<file path="config.mk">
export PLATFORM = sky130hd
export DESIGN_NAME = alu_ex_mem_reg
export DESIGN_NICKNAME = d
export VERILOG_FILES = /design/src/rtl/alu_ex_mem_reg.sv
export SDC_FILE = /design/constraint.sdc
export NUM_CORES = 1
export LEC_CHECK = 0
export BUFFER_PORTS_ARGS = -buffer_cell sky130_fd_sc_hd__buf_4
export CORE_UTILIZATION = 49
export DETAILED_ROUTE_END_ITERATION = 16
export GPL_ROUTABILITY_DRIVEN = 0
export GPL_TIMING_DRIVEN = 0
export PLACE_DENSITY_LB_ADDON = 0.2
export SYNTH_ARGS = -nofsm -noshare
export SYNTH_HDL_FRONTEND = slang
export SYNTH_SLANG_ARGS = --single-unit
</file>
<file path="constraint.sdc">
create_clock -name clk -period 2.6 [get_ports clk]
set_input_delay 0.26 -clock clk [delete_from_list [all_inputs] [get_ports clk]]
set_output_delay 0.26 -clock clk [all_outputs]
set_load 0.01 [all_outputs]
</file>
<file path="src/rtl/alu_ex_mem_reg.sv">
// EX/MEM pipeline register behind the ALU add/sub datapath.
// Registers the ALU result, flags, control and store data for the MEM stage.
// A signed overflow on a trapping instruction becomes a precise exception
// request to CP0, held until CP0 acknowledges it.
//
//   state | meaning
//   ------+---------------------------------------------------------------
//   RUN   | normal pipelining; flush > stall > capture
//   TRAP  | overflow exception pending; MEM stage sees bubbles until exc_ack
module alu_ex_mem_reg #(
  parameter int DATA_W = 32,
  parameter int CNT_W  = 8
) (
  input  logic              clk,
  input  logic              reset,
  input  logic              stall_i,
  input  logic              flush_i,
  input  logic              in_valid,
  input  logic [DATA_W-1:0] in_pc,
  input  logic [DATA_W-1:0] in_alu_out,
  input  logic              in_zero,
  input  logic              in_negative,
  input  logic              in_overflow,
  input  logic              in_ovf_trap,
  input  logic              in_reg_write,
  input  logic              in_mem_read,
  input  logic              in_mem_write,
  input  logic [4:0]        in_wb_dst,
  input  logic [DATA_W-1:0] in_store_data,
  input  logic              exc_ack,
  output logic              out_valid,
  output logic [DATA_W-1:0] out_pc,
  output logic [DATA_W-1:0] out_alu_out,
  output logic              out_zero,
  output logic              out_negative,
  output logic              out_reg_write,
  output logic              out_mem_read,
  output logic              out_mem_write,
  output logic [4:0]        out_wb_dst,
  output logic [DATA_W-1:0] out_store_data,
  output logic              exc_req,
  output logic [DATA_W-1:0] exc_epc,
  output logic [CNT_W-1:0]  ovf_count
);

  typedef enum logic {RUN = 1'b0, TRAP = 1'b1} state_t;

  state_t state;
  logic   trap_hit;
  logic   load_bubble;
  logic   load_capture;
  logic   take_trap;

  assign trap_hit = in_valid & in_ovf_trap & in_overflow;

  // Decide what the stage register does on the coming edge
  always_comb begin
    load_bubble  = 1'b0;
    load_capture = 1'b0;
    take_trap    = 1'b0;
    if (state == TRAP) begin
      load_bubble = 1'b1;
    end else if (flush_i) begin
      load_bubble = 1'b1;
    end else if (!stall_i) begin
      load_capture = 1'b1;
      take_trap    = trap_hit;
    end
  end

  // Pipeline register: bubble, capture (controls squashed on a trap) or hold
  always_ff @(posedge clk or negedge reset) begin
    if (!reset) begin
      out_valid      <= 1'b0;
      out_pc         <= '0;
      out_alu_out    <= '0;
      out_zero       <= 1'b0;
      out_negative   <= 1'b0;
      out_reg_write  <= 1'b0;
      out_mem_read   <= 1'b0;
      out_mem_write  <= 1'b0;
      out_wb_dst     <= '0;
      out_store_data <= '0;
    end else if (load_bubble) begin
      out_valid      <= 1'b0;
      out_pc         <= '0;
      out_alu_out    <= '0;
      out_zero       <= 1'b0;
      out_negative   <= 1'b0;
      out_reg_write  <= 1'b0;
      out_mem_read   <= 1'b0;
      out_mem_write  <= 1'b0;
      out_wb_dst     <= '0;
      out_store_data <= '0;
    end else if (load_capture) begin
      out_valid      <= in_valid;
      out_pc         <= in_pc;
      out_alu_out    <= in_alu_out;
      out_zero       <= in_zero;
      out_negative   <= in_negative;
      out_reg_write  <= in_reg_write & ~take_trap;
      out_mem_read   <= in_mem_read & ~take_trap;
      out_mem_write  <= in_mem_write & ~take_trap;
      out_wb_dst     <= in_wb_dst;
      out_store_data <= in_store_data;
    end
  end

  // Exception FSM: raise on a captured trap, drop on CP0 acknowledge
  always_ff @(posedge clk or negedge reset) begin
    if (!reset) begin
      state     <= RUN;
      exc_req   <= 1'b0;
      exc_epc   <= '0;
      ovf_count <= '0;
    end else begin
      case (state)
        RUN: begin
          if (take_trap) begin
            state   <= TRAP;
            exc_req <= 1'b1;
            exc_epc <= in_pc;
            if (ovf_count != {CNT_W{1'b1}}) begin
              ovf_count <= ovf_count + CNT_W'(1);
            end
          end
        end
        TRAP: begin
          if (exc_ack) begin
            state   <= RUN;
            exc_req <= 1'b0;
          end
        end
        default: state <= RUN;
      endcase
    end
  end

endmodule

</file>
==> flow_summary.toml <==
[critical_path]
cp-start-kind = "flop"
end_kind = "flop"
critPathKind = "flop to flop"
rr_worst_depth = 5
startpoint = "state$_DFF_PN0_"
reg2reg_from = "state$_DFF_PN0_"
crit_arrival_ps = 2670
cp_max_fo = 10
crit_required_ps = 3000
critPathCapture = "exc_epc[10]$_DFFE_PN0P_"
reg2reg_to = "exc_epc[10]$_DFFE_PN0P_"
ff2ff_setup_slack_ps = 340

[finish]
insertedDiodeCount = 0
fin_util_pct = 87.7
final_nets = 924
layout-drive-gt1-share_pct = 36.5
nFillCells = 460
multiInputGateArea_mm2 = 0.00155
syn2layout_area_growth_pct = 70.6
final-seq-area_mm2 = 0.00373
final_cells = 958

[clock_tree]
cts_tree = "built"
cts_buffers = 17
clk-insertion-delay-late_ps = 520
cts_buffer_depth = 2
clk_pin_slew_ps = 60
ctsRootBufferMaster = "clkbuf_8"
h-tree-depth = 4
postCtsSetupBuffers = 0
cts_sinks = 149

[detailed_routing]
ant_nets = 0
routed_wl_mm = 20.4
post_drt_via_cell_ratio = 5.62
wire_per_inst_um = 21.3
drc = 0
first_pass_iters = 5
dr.first_iter.drc_count = 462
via_count = 5385

[timing]
min_period_over_period_pct = 87.1
final.min_clock_period_ps = 2260
finalSetupViolCount = 0
hold_viol = 0
fin_hold_ws_ps = 31.3
finalSetupTns_ps = 0
max_slew.worst_pin.slew_ps = 586
rsz0062_at_grt = "false"
skew_ps = 8.22
max-slew-margin-rel_pct = 60.9
max_freq_mhz = 442
maxSlewViolCount = 0

[floorplanning]
core-area_mm2 = 0.0105
ios = 262
rows = 37
die_h_um = 107
dieArea_mm2 = 0.0115
start_util_pct = 51.4
chipWidth_um = 107

[global_route]
use_met3_pct = 9.79
grt_pass1_vias = 5692
grt_max_degree = 88
grt_overflow = 0
antenna_found_initial = 0
track_usage_pct = 36.9
grt_pass1_wl_mm = 31.2
grt_util_met2_pct = 62.2
grt-busiest-layer = "met2"
grtUsageMet1_pct = 43.0

[logic_synthesis]
synth.ff_latch_count = 149
syn-cell-area_mm2 = 0.00541
syn_nets = 535
seq_area_frac_synth_pct = 69.0
postSynthCellCount = 420
synth.distinct_cells = 29
netlist_top_cells_area = "dfrtp_1 (69%), a22o_1 (17%), nand2_1 (6.9%)"
yosysTopAreaCell = "dfrtp_1"
synth_top_area_share_pct = 69.0
syn_avg_cell_area_um2 = 12.9
yosys_warnings = 0

[power_and_ir_drop]
p_leak_nw = 4.78
pwr_density_cell_mw_per_mm2 = 684
ir_drop_mv = 0.485

[place]
port_buffers = 261
hpwl_mm = 10.8
place_inst = 818

[run]
maxCapViolCount = 0

[outcome]
status = "finished, final reports clean"

[min_path]
holdCritStartpoint = "in_alu_out[14]"
hold_class = "primary input to flop"
-- report_power, final --
group / total (mW) / internal (mW) / leakage [nW] / switching [mW]
logic: 1.22 / 0.647 / 2.54 / 0.571
clock network: 2.36 / 1.39 / 0.263 / 0.970
registers: 2.73 / 2.55 / 1.97 / 0.183
-- logic make-up after synthesis --
| group | count (synthesis) | share of synthesized area, % |
|---|---|---|
| AO/OA/AOI/OAI | 116 | 18.4 |
| AND/OR/NAND/NOR | 116 | 8.84 |
| XOR/XNOR | 3 | 0.486 |
| adder cells (fa/ha/maj) | 1 | 0.231 |
| multiplexers | 3 | 0.625 |
| buffers and inverters | 32 | 2.41 |
| flip-flops | 149 | 69.0 |
-- cell usage in the layout, fill, tap and decap left out, types with 2 or more instances in the layout --
| cell | synthesis | routed |
|---|---|---|
| a21oi_1 | 4 | 4 |
| a22o_1 | 104 | 104 |
| a32o_1 | 3 | 3 |
| and4_1 | 2 | 2 |
| buf_1 | 6 | 6 |
| buf_2 | 5 | 5 |
| buf_4 | 1 | 261 |
| bufinv_16 | 0 | 2 |
| clkbuf_1 | 19 | 21 |
| clkbuf_16 | 0 | 16 |
| clkbuf_8 | 0 | 2 |
| clkinv_2 | 0 | 3 |
| clkinvlp_4 | 0 | 5 |
| dfrtp_1 | 149 | 149 |
| dlygate4sd3_1 | 0 | 108 |
| mux2_1 | 2 | 2 |
| nand2_1 | 99 | 99 |
| nand3_1 | 2 | 2 |
| nand4_1 | 5 | 5 |
| nor2_1 | 3 | 3 |
| xnor2_1 | 2 | 2 |
-- layout make-up --
cell class | count | share of cell area, %
flip-flops and latches | 149 | 40.4
repair buffers | 370 | 33.3
multi-input cells | 239 | 16.8
clock buffers | 20 | 4.72
well taps | 136 | 1.85
clock inverters | 12 | 1.41
plain buffers | 31 | 1.37
inverters | 1 | 0.0407
-- critical path, stage by stage (launching register included) --
cell,delay [ps]
dfrtp_1,440
nor3_4,520
nand4_1,560
clkbuf_1,400
nand2_1,150
nand2_1,80
-- cells in the mapped netlist (all sizes together) --
cell    number
a41oi        1
o21a         1
mux2         3
nand4        5
ha           1
xnor2        2
a32o         3
o21ai        1
buf         12
nor3b        1
a21boi       1
a31oi        1
nor3         1
nor4         1
xor2         1
and3         1
inv          1
nand2b       1
nand3        2
nand2       99
clkbuf      19
dfrtp      149
nor2         3
a22o       104
a21oi        4
and4         2
-- flip-flops by register name, indices dropped and copies added, names as in the netlist --
signal          cells
out_reg_write       1
out_mem_write       1
out_zero            1
out_valid           1
exc_epc            32
exc_req             1
out_pc             32
out_wb_dst          5
state               1
out_negative        1
out_mem_read        1
ovf_count           8
out_store_data     32
out_alu_out        32
-- what timing repair did --
action                                 CTS  global route
resized for setup                        0             1
hold buffers                           107             1
endpoints found under the hold margin  201             1
setup endpoints to repair                0            29
-- per-stage QoR --
stage	total power, mW	worst slack, ps	area, µm²
detailed placement	3.78	170	7570
finish	6.31	335	9220
global route	6.52	187	9220
floorplan	3.10	911	5410
global placement	3.73	238	7530
CTS	6.23	156	9200
-- layer usage --
layer	up-vias	share of wire, %
met5	-	0
met4	0	4.1
met3	75	8.8
met2	346	50
met1	2670	37
li1	2294	-
-- worst min path at each step --
stage / endpoint / depth (start not counted)
floorplan: exc_epc[0]$_DFFE_PN0P_ / 0
global placement: exc_req$_DFFE_PN0P_ / 2
detailed placement: exc_epc[7]$_DFFE_PN0P_ / 1
CTS: out_alu_out[14]$_DFFE_PN0P_ / 2
global route: out_alu_out[14]$_DFFE_PN0P_ / 2
finish: out_alu_out[14]$_DFFE_PN0P_ / 2
Power figures use the tool's default switching activity.
